$ cat src/rtl/user_clk_switch_pkg.sv
// user_clk_switch_pkg: FSM states and helpers shared by the clock switch controller
package user_clk_switch_pkg;
  typedef enum logic [1:0] {IDLE, DEAD, SETTLE, RESTORE} state_t;
  function automatic int sel_width(input int n);
    return (n > 2) ? $clog2(n) : 1;
  endfunction
  function automatic logic [15:0] onehot(input logic [3:0] idx);
    return 16'(1) << idx;
  endfunction
endpackage

$ cat src/rtl/user_clk_switch_timer.sv
// user_clk_switch_timer: loadable 8-bit down-counter that stops at zero
module user_clk_switch_timer (
  input  logic       clk,
  input  logic       rst,
  input  logic       load,
  input  logic [7:0] load_val,
  output logic       zero
);
  logic [7:0] cnt;
  always_ff @(posedge clk or posedge rst)
    if (rst) cnt <= '0;
    else if (load) cnt <= load_val;
    else if (!zero) cnt <= cnt - 8'd1;
  assign zero = cnt == '0;
endmodule

$ cat src/rtl/user_clk_switch_ctrl.sv
// user_clk_switch_ctrl: glitch-free BUFGCE-bank select with dead time, settle time and failover
module user_clk_switch_ctrl
  import user_clk_switch_pkg::*;
#(
  parameter  int N_CLK         = 4,
  parameter  int DEAD_CYCLES   = 8,
  parameter  int SETTLE_CYCLES = 4,
  parameter  int INIT_SEL      = 0,
  parameter  int FAILOVER      = 1,
  localparam int SELW          = sel_width(N_CLK)
) (
  input  logic             aclk,
  input  logic             areset,
  input  logic             sel_valid,
  output logic             sel_ready,
  input  logic [SELW-1:0]  sel_idx,
  input  logic [N_CLK-1:0] clk_ok,
  output logic [N_CLK-1:0] ce,
  output logic [SELW-1:0]  active_sel,
  output logic             busy,
  output logic             switch_done,
  output logic             sel_error,
  output logic             clk_lost
);
  localparam logic [7:0] DEAD_LD   = 8'(DEAD_CYCLES - 1);
  localparam logic [7:0] SETTLE_LD = 8'(SETTLE_CYCLES - 1);
  localparam logic [N_CLK-1:0] CE_INIT = N_CLK'(onehot(4'(INIT_SEL)));
  state_t state, state_n;
  logic [N_CLK-1:0] ce_n, ok_q;
  logic [SELW-1:0] tgt, tgt_n, act_n, low;
  logic [15:0] ok_pad, okq_pad;
  logic done_n, err_n, req_ok, lost, fail_go, t_load, t_zero;
  logic [7:0] t_val;
  assign ok_pad    = 16'(clk_ok);
  assign okq_pad   = 16'(ok_q);
  assign req_ok    = (int'(sel_idx) < N_CLK) && ok_pad[4'(sel_idx)];
  assign lost      = (state == IDLE) && okq_pad[4'(active_sel)] && !ok_pad[4'(active_sel)];
  assign fail_go   = (FAILOVER != 0) && lost && (|clk_ok);
  assign sel_ready = (state == IDLE) && !fail_go;
  assign busy      = state != IDLE;
  always_comb begin
    low = '0;
    for (int i = N_CLK - 1; i >= 0; i--) if (clk_ok[i]) low = SELW'(i);
  end
  always_comb begin
    state_n = state;
    ce_n    = ce;
    act_n   = active_sel;
    tgt_n   = tgt;
    done_n  = 1'b0;
    err_n   = 1'b0;
    t_load  = 1'b0;
    t_val   = '0;
    case (state)
      IDLE:
        if (fail_go) begin
          state_n = DEAD;
          ce_n    = '0;
          tgt_n   = low;
          t_load  = 1'b1;
          t_val   = DEAD_LD;
        end else if (sel_valid) begin
          if (!req_ok) err_n = 1'b1;
          else if (sel_idx == active_sel) done_n = 1'b1;
          else begin
            state_n = DEAD;
            ce_n    = '0;
            tgt_n   = sel_idx;
            t_load  = 1'b1;
            t_val   = DEAD_LD;
          end
        end
      DEAD:
        // losing the target before it is enabled falls back to the old clock
        if (!ok_pad[4'(tgt)]) begin
          state_n = RESTORE;
          ce_n    = N_CLK'(onehot(4'(active_sel)));
          t_load  = 1'b1;
          t_val   = SETTLE_LD;
        end else if (t_zero) begin
          state_n = SETTLE;
          ce_n    = N_CLK'(onehot(4'(tgt)));
          act_n   = tgt;
          t_load  = 1'b1;
          t_val   = SETTLE_LD;
        end
      SETTLE:
        if (t_zero) begin
          state_n = IDLE;
          done_n  = 1'b1;
        end
      RESTORE:
        if (t_zero) begin
          state_n = IDLE;
          err_n   = 1'b1;
        end
    endcase
  end
  always_ff @(posedge aclk or posedge areset)
    if (areset) begin
      state       <= IDLE;
      ce          <= CE_INIT;
      active_sel  <= SELW'(INIT_SEL);
      tgt         <= SELW'(INIT_SEL);
      ok_q        <= '0;
      switch_done <= 1'b0;
      sel_error   <= 1'b0;
      clk_lost    <= 1'b0;
    end else begin
      state       <= state_n;
      ce          <= ce_n;
      active_sel  <= act_n;
      tgt         <= tgt_n;
      ok_q        <= clk_ok;
      switch_done <= done_n;
      sel_error   <= err_n;
      clk_lost    <= lost;
    end
  user_clk_switch_timer u_timer (
    .clk      (aclk),
    .rst      (areset),
    .load     (t_load),
    .load_val (t_val),
    .zero     (t_zero)
  );
endmodule
$ cat config.mk
export PLATFORM = sky130hd
export DESIGN_NAME = user_clk_switch_ctrl
export DESIGN_NICKNAME = d
export VERILOG_FILES = /design/src/rtl/user_clk_switch_pkg.sv /design/src/rtl/user_clk_switch_timer.sv /design/src/rtl/user_clk_switch_ctrl.sv
export SDC_FILE = /design/constraint.sdc
export NUM_CORES = 1
export LEC_CHECK = 0
export CORE_UTILIZATION = 40
export CTS_CLUSTER_SIZE = 20
export DETAILED_ROUTE_END_ITERATION = 6
export GPL_TIMING_DRIVEN = 0
export PLACE_DENSITY = 0.6
export SLEW_MARGIN = 15
export SYNTH_ARGS = -nofsm -noshare
export SYNTH_HDL_FRONTEND = slang
export SYNTH_SLANG_ARGS = --single-unit
$ cat constraint.sdc
create_clock -name aclk -period 2.28 [get_ports aclk]
set_clock_uncertainty 0.2 [all_clocks]
set_input_delay 0.456 -clock aclk [delete_from_list [all_inputs] [get_ports aclk]]
set_output_delay 0.456 -clock aclk [all_outputs]
set_load 0.03 [all_outputs]
==> results of run 1 <==
-- report_power, final --
part / internal, mW / switching, mW
Clock: 0.125 / 0.138
Sequential: 0.595 / 0.148
Combinational: 0.693 / 0.782
Total: 1.41 / 1.07
-- cell type report --
type	count	area, sq um	area share, %
inverters	13	48.8	2.45
repair buffers	34	290	14.6
well taps	48	60.1	3.02
flip-flops and latches	25	628	31.6
multi-input cells	110	898	45.1
plain buffers	3	20.0	1.01
clock buffers	4	45.0	2.26
-- state kept, by name (all words and copies together) (netlist names) --
name	cells
u_timer.cnt	8
ce	4
ok_q	4
active_sel	2
state	2
tgt	2
clk_lost	1
sel_error	1
switch_done	1
-- metrics by stage --
step | total power [mW] | cell area, sq um | worst slack, ns | instances | setup TNS (ns)
CTS | 2.38 | 1940 | -0.0363 | 233 | -0.162
detailed placement | 1.97 | 1790 | -1.00 | 219 | -7.30
global placement | 1.94 | 1790 | -0.990 | 219 | -6.71
floorplan | 1.63 | 1540 | 0.0156 | 152 | 0
global route | 2.67 | 1990 | -0.0696 | 237 | -0.318
finish | 2.48 | 1990 | -0.000535 | 237 | -0.000535
-- final timing paths --
path / from / endpoint / slack, ns
hold reg to reg: ce[3] / ce[3] / 0.32
setup / recovery: clk_ok[1] / sel_ready / -0.0005
hold / removal: clk_ok[3] / ok_q[3] / 0.17
setup reg to reg: u_timer.cnt[0] / ce[1] / -0.0005
max in group asynchronous: areset / active_sel[0] / 0.78
min in group asynchronous: areset / u_timer.cnt[6] / 0.48
-- Yosys cell counts, drive strengths merged --
cell type	n	share of area (%)
nor3b	1	0.49
or2	2	0.82
a211o	2	1.1
o31ai	2	0.98
o211a	1	0.66
mux2	2	1.5
inv	13	3.2
and2	1	0.41
a22o	4	2.3
a21o	1	0.49
a221oi	1	0.57
dfrtp	24	39
nor2b	5	2.0
nand2b	8	3.3
mux2i	5	3.3
o21ai	8	2.6
nand3	4	1.3
or3	3	1.2
a32o	3	2.0
xor2	2	1.1
a21oi	15	5.2
nor4	2	1.8
mux4	4	5.9
dfstp	1	1.7
ha	6	4.9
a2111o	1	0.74
nor2	10	2.5
xnor2	2	1.1
buf	4	1.4
o211ai	1	0.49
or4b	1	0.90
nand2	5	1.2
nand3b	1	0.49
o32ai	1	0.57
o21a	1	0.49
a32oi	1	0.57
nor3	4	1.3
-- kinds of logic (layout without fill, tap and decap cells) --
kind of cell    Yosys count  after routing  synth area share (%)
mux                      11             11                  10.6
xor+xnor                  4              4                  2.29
fa+ha+maj                 6              6                  4.91
simple gates             47             47                  17.8
flops                    25             25                  41.0
compound gates           42             42                  18.8
buf+inv                  17             54                  4.59
-- timing repair --
item,in CTS,in global routing
setup buffers,11,4
endpoints found under the hold margin,0,0
endpoints found under the setup margin,18,17
pin swaps,8,4
gates resized for setup,33,10
-- per-layer routing --
metal  vias up  share of wire, %
li1        621                 -
met1       609                43
met3         5               2.6
met2        15                53
met5         -                 0
met4         0               1.1
==> out/results.ini, run 1 <==
[outcome]
status = finished, violations left
violations = negative setup slack

[cells_and_area]
antenna_cells_inserted = 0
final_core_util_pct = 54.4
relative_area_change_from_synthesis_to_final_layout_pct = 30.3
filler_cell_count = 346
drive_gt1_share_pct = 25.4
layout_common_cells = dfrtp_1 (23), buf_4 (15), a21oi_1 (12), clkdlybuf4s50_1 (12)
final_net_count = 205
layout.cells.most_common = dfrtp_1

[place]
detailedPlacementHpwl_um = 2480
numPortBuffers = 19
globalplace.congestion = 0.789

[worst_setup_path]
worst-endpoint-required_ns = 1.62
r2r.worst_path.cells = 7
endpoint_kind = primary output
timing.critical_path.buf_inv = 2
path_depth = 5
path_max_fanout = 9
slowest_delay_ns = 0.50
critical_path_slowest_stage_cell = mux4_2
crit_arrival_ns = 1.62
crit_path_start_kind = primary input
cp_top_delay_family = multiplexers
critPathKind = in -> out
crit_chain = clkdlybuf4s15_2 -> nor2b_1 -> mux4_2 -> a21oi_4 -> buf_6

[global_routing]
groute.layer.met1.usage_pct = 23.9
grt_overflow_total = 0
global_route.peak_usage_layer = met2
vias_in_the_first_global_route = 1311
global_route_met2_utilization_pct = 31.9
grt_usage_pct = 18.8
first_pass_grt_wire_length_um = 6020
globalRouteMet3Util_pct = 3.75
antenna_violations_before_repair = 0
grt_max_degree = 26

[min_path]
worst_hold_path_type = in -> reg
depth_of_the_worst_hold_timing_path = 1

[clocking]
htree_levels = 1
clockBufferDepth = 2
tritoncts.num_buffers = 3
postCtsHoldBufs = 0
path_clk_slew_ns = 0.08
tritoncts_clock_tree = yes
cts_sinks = 25
worstSkewPairLatency_ns = 0.27
root_buffer = clkbuf_8

[routing]
drt_first_iter_violations = 35
routed_wirelength_um = 3480
dr.pass1.iters = 4
vias = 1250
route.detailed.vias_per_inst = 5.27
drt_drc_violations_left = 0
drtAntennaViolNets = 0
route.detailed.wl_per_inst_um = 14.7

[timing]
slew_headroom_pct = 39.0
final.setup.worst_slack_ns = -0.000535
tightest_slew_ns = 0.914
layout_worst_path_cycle_share_pct = 100
clock.fmax_ghz = 0.438
period_minus_slack_ns = 2.28
final-hold-violation-count = 0
grt_setup_unrepaired = true
final_setup_violation_count = 1
hold_ws_ns = 0.169
finalMaxSlewViolations = 0

[synth]
syn_inst = 152
syn_nets = 167
synth_sequential_area_ratio_pct = 41.0
synth_area_per_cell_sq_um = 10.1
syn_area_sq_mm = 0.00153
postSynthRegisterBits = 25
yosysWarnings = 0
yosys.cell_types.count = 43

[floorplan]
start_util_pct = 41.7
height_of_the_die_um = 63.8
die_width_um = 63.8
floorplan.rows = 22
num_io_pins = 20
core_area_sq_mm = 0.00366
dieArea_sq_mm = 0.00407

[pwr]
power_density_mw_per_mm2 = 1250
vdd.ir_drop.worst_mv = 0.661
leakagePower_nw = 0.872

[flow_run]
maxCapViolations = 0

(Power assumes the default switching activity.)
==> run 2, diff against run 1 <==
--- a/config.mk
+++ b/config.mk
@@ -6,6 +6,7 @@
 export NUM_CORES = 1
 export LEC_CHECK = 0
 export CORE_UTILIZATION = 40
+export CTS_CLUSTER_DIAMETER = 80
 export CTS_CLUSTER_SIZE = 20
 export DETAILED_ROUTE_END_ITERATION = 6
 export GPL_TIMING_DRIVEN = 0
==> results of run 2 <==
The final DEF is identical to that of run 1; final timing and power are the same.
==> run 3, diff against run 2 <==
--- a/config.mk
+++ b/config.mk
@@ -5,6 +5,7 @@
 export SDC_FILE = /design/constraint.sdc
 export NUM_CORES = 1
 export LEC_CHECK = 0
+export CORE_MARGIN = 2
 export CORE_UTILIZATION = 40
 export CTS_CLUSTER_DIAMETER = 80
 export CTS_CLUSTER_SIZE = 20
==> out/results.ini, run 3 (synthesized netlist as in run 1, its figures left out) <==
[clocking]
cts_sinks = 25
htree_levels = 1
worstSkewPairLatency_ns = 0.26
tritoncts_clock_tree = yes
tritoncts.num_buffers = 3
clockBufferDepth = 2
root_buffer = clkbuf_8
path_clk_slew_ns = 0.08
postCtsHoldBufs = 0

[cells_and_area]
layout.cells.most_common = dfrtp_1
largest_registers = u_timer.cnt: 8 flops, ce: 4 flops, ok_q: 4 flops
max_flop_register = u_timer.cnt
non_filler_cell_area_final_sq_mm = 0.00197
relative_area_change_from_synthesis_to_final_layout_pct = 28.9
layout_common_cells = dfrtp_1 (23), a21oi_1 (13), clkdlybuf4s50_1 (12), buf_4 (12), inv_1 (11)
filler_cell_count = 347
final_core_util_pct = 53.8
drive_gt1_share_pct = 23.1
final_net_count = 202
largest_register_ff_count = 8
antenna_cells_inserted = 0

[timing]
final_setup_violation_count = 1
grt_setup_unrepaired = true
layout_worst_path_cycle_share_pct = 102
final.setup.worst_slack_ns = -0.0453
clock.fmax_ghz = 0.430
slew_headroom_pct = 37.8
final-hold-violation-count = 0
tightest_slew_ns = 0.932
hold_ws_ns = 0.187
finalMaxSlewViolations = 0
period_minus_slack_ns = 2.33

[global_routing]
vias_in_the_first_global_route = 1368
grt_max_degree = 26
grt_overflow_total = 0
first_pass_grt_wire_length_um = 6100
grt_usage_pct = 18.4
antenna_violations_before_repair = 0

[pwr]
power_mw = 2.41
vdd.ir_drop.worst_mv = 0.615
power_density_mw_per_mm2 = 1230
leakagePower_nw = 0.857

[routing]
route.detailed.wl_per_inst_um = 14.8
route.detailed.vias_per_inst = 5.42
drt_drc_violations_left = 0
drtAntennaViolNets = 0
dr.pass1.iters = 4
vias = 1268
drt_first_iter_violations = 49
routed_wirelength_um = 3470

[outcome]
violations = negative setup slack
status = finished, violations left

[worst_setup_path]
critPathKind = in -> out
worst-endpoint-required_ns = 1.62
crit_path_start_kind = primary input
path_max_fanout = 7
endpoint_kind = primary output
crit_arrival_ns = 1.67

[floorplan]
height_of_the_die_um = 65.8
floorplan.rows = 22
core_area_sq_mm = 0.00366
start_util_pct = 41.7
num_io_pins = 20
dieArea_sq_mm = 0.00433
die_width_um = 65.8

[place]
globalplace.congestion = 0.809
post-place-ws_ns = -0.996
detailedPlacementHpwl_um = 2620
numPortBuffers = 19
placed_cell_area_sq_mm = 0.00179

[flow_run]
maxCapViolations = 0

[min_path]
worst_hold_path_type = in -> reg

[run 3: cell types whose count changed in the layout (fill, tap and decap cells not counted), sizes merged]
cell,before,now
clkdlybuf4s15,2,4
buf,22,17
[run 3: path summary, 6_finish.rpt]
| kind | endpoint | slack (ns) | depth (start not counted) | from |
|---|---|---|---|---|
| max | sel_ready | -0.05 | 5 | clk_ok[3] |
| min | ok_q[2] | 0.19 | 1 | clk_ok[2] |
| max reg2reg | ce[1] | 0.03 | 7 | u_timer.cnt[1] |
| min reg2reg | ce[2] | 0.31 | 1 | ce[2] |
| max in group asynchronous | active_sel[0] | 0.76 | 2 | areset |
| min in group asynchronous | u_timer.cnt[6] | 0.50 | 2 | areset |
[run 3: layer usage]
metal  vias up  GRT usage, %  wire (um)
met5         -             0          0
met4         0          5.21         36
met3         5          3.07         82
met2        11          33.8       1850
met1       629          21.8       1500
li1        623             -          -
[run 3: what timing repair did]
item / in CTS / in global routing
setup endpoints to repair: 19 / 18
resized for setup: 33 / 3
pin swaps: 8 / 5
setup buffers: 9 / 3
[run 3: cell type report]
cell class                      instances  area (sq um)  area share, %
Multi-Input combinational cell        110           887           45.0
Buffer                                  3          20.0           1.02
Tap cell                               48          60.1           3.05
Timing Repair Buffer                   31           280           14.2
Sequential cell                        25           628           31.9
Inverter                               13          48.8           2.48
Clock buffer                            4          45.0           2.29
[run 3: power breakdown]
part           switching, mW  internal [mW]
Combinational          0.756          0.662
Sequential             0.143          0.595
Clock                  0.132          0.125
Total                   1.03           1.38
[run 3: critical path, stage by stage]
cell             delay (ns)
clkdlybuf4s15_2        0.24
or2_1                  0.24
or3_4                  0.37
a21oi_4                0.21
buf_6                  0.16
[run 3: per-stage QoR]
stage	instances	TNS (ns)
after floorplan	152	0
after global placement	219	-6.86
after detailed placement	219	-7.04
after CTS	231	-0.384
after global routing	234	-0.738
final	234	-0.0453
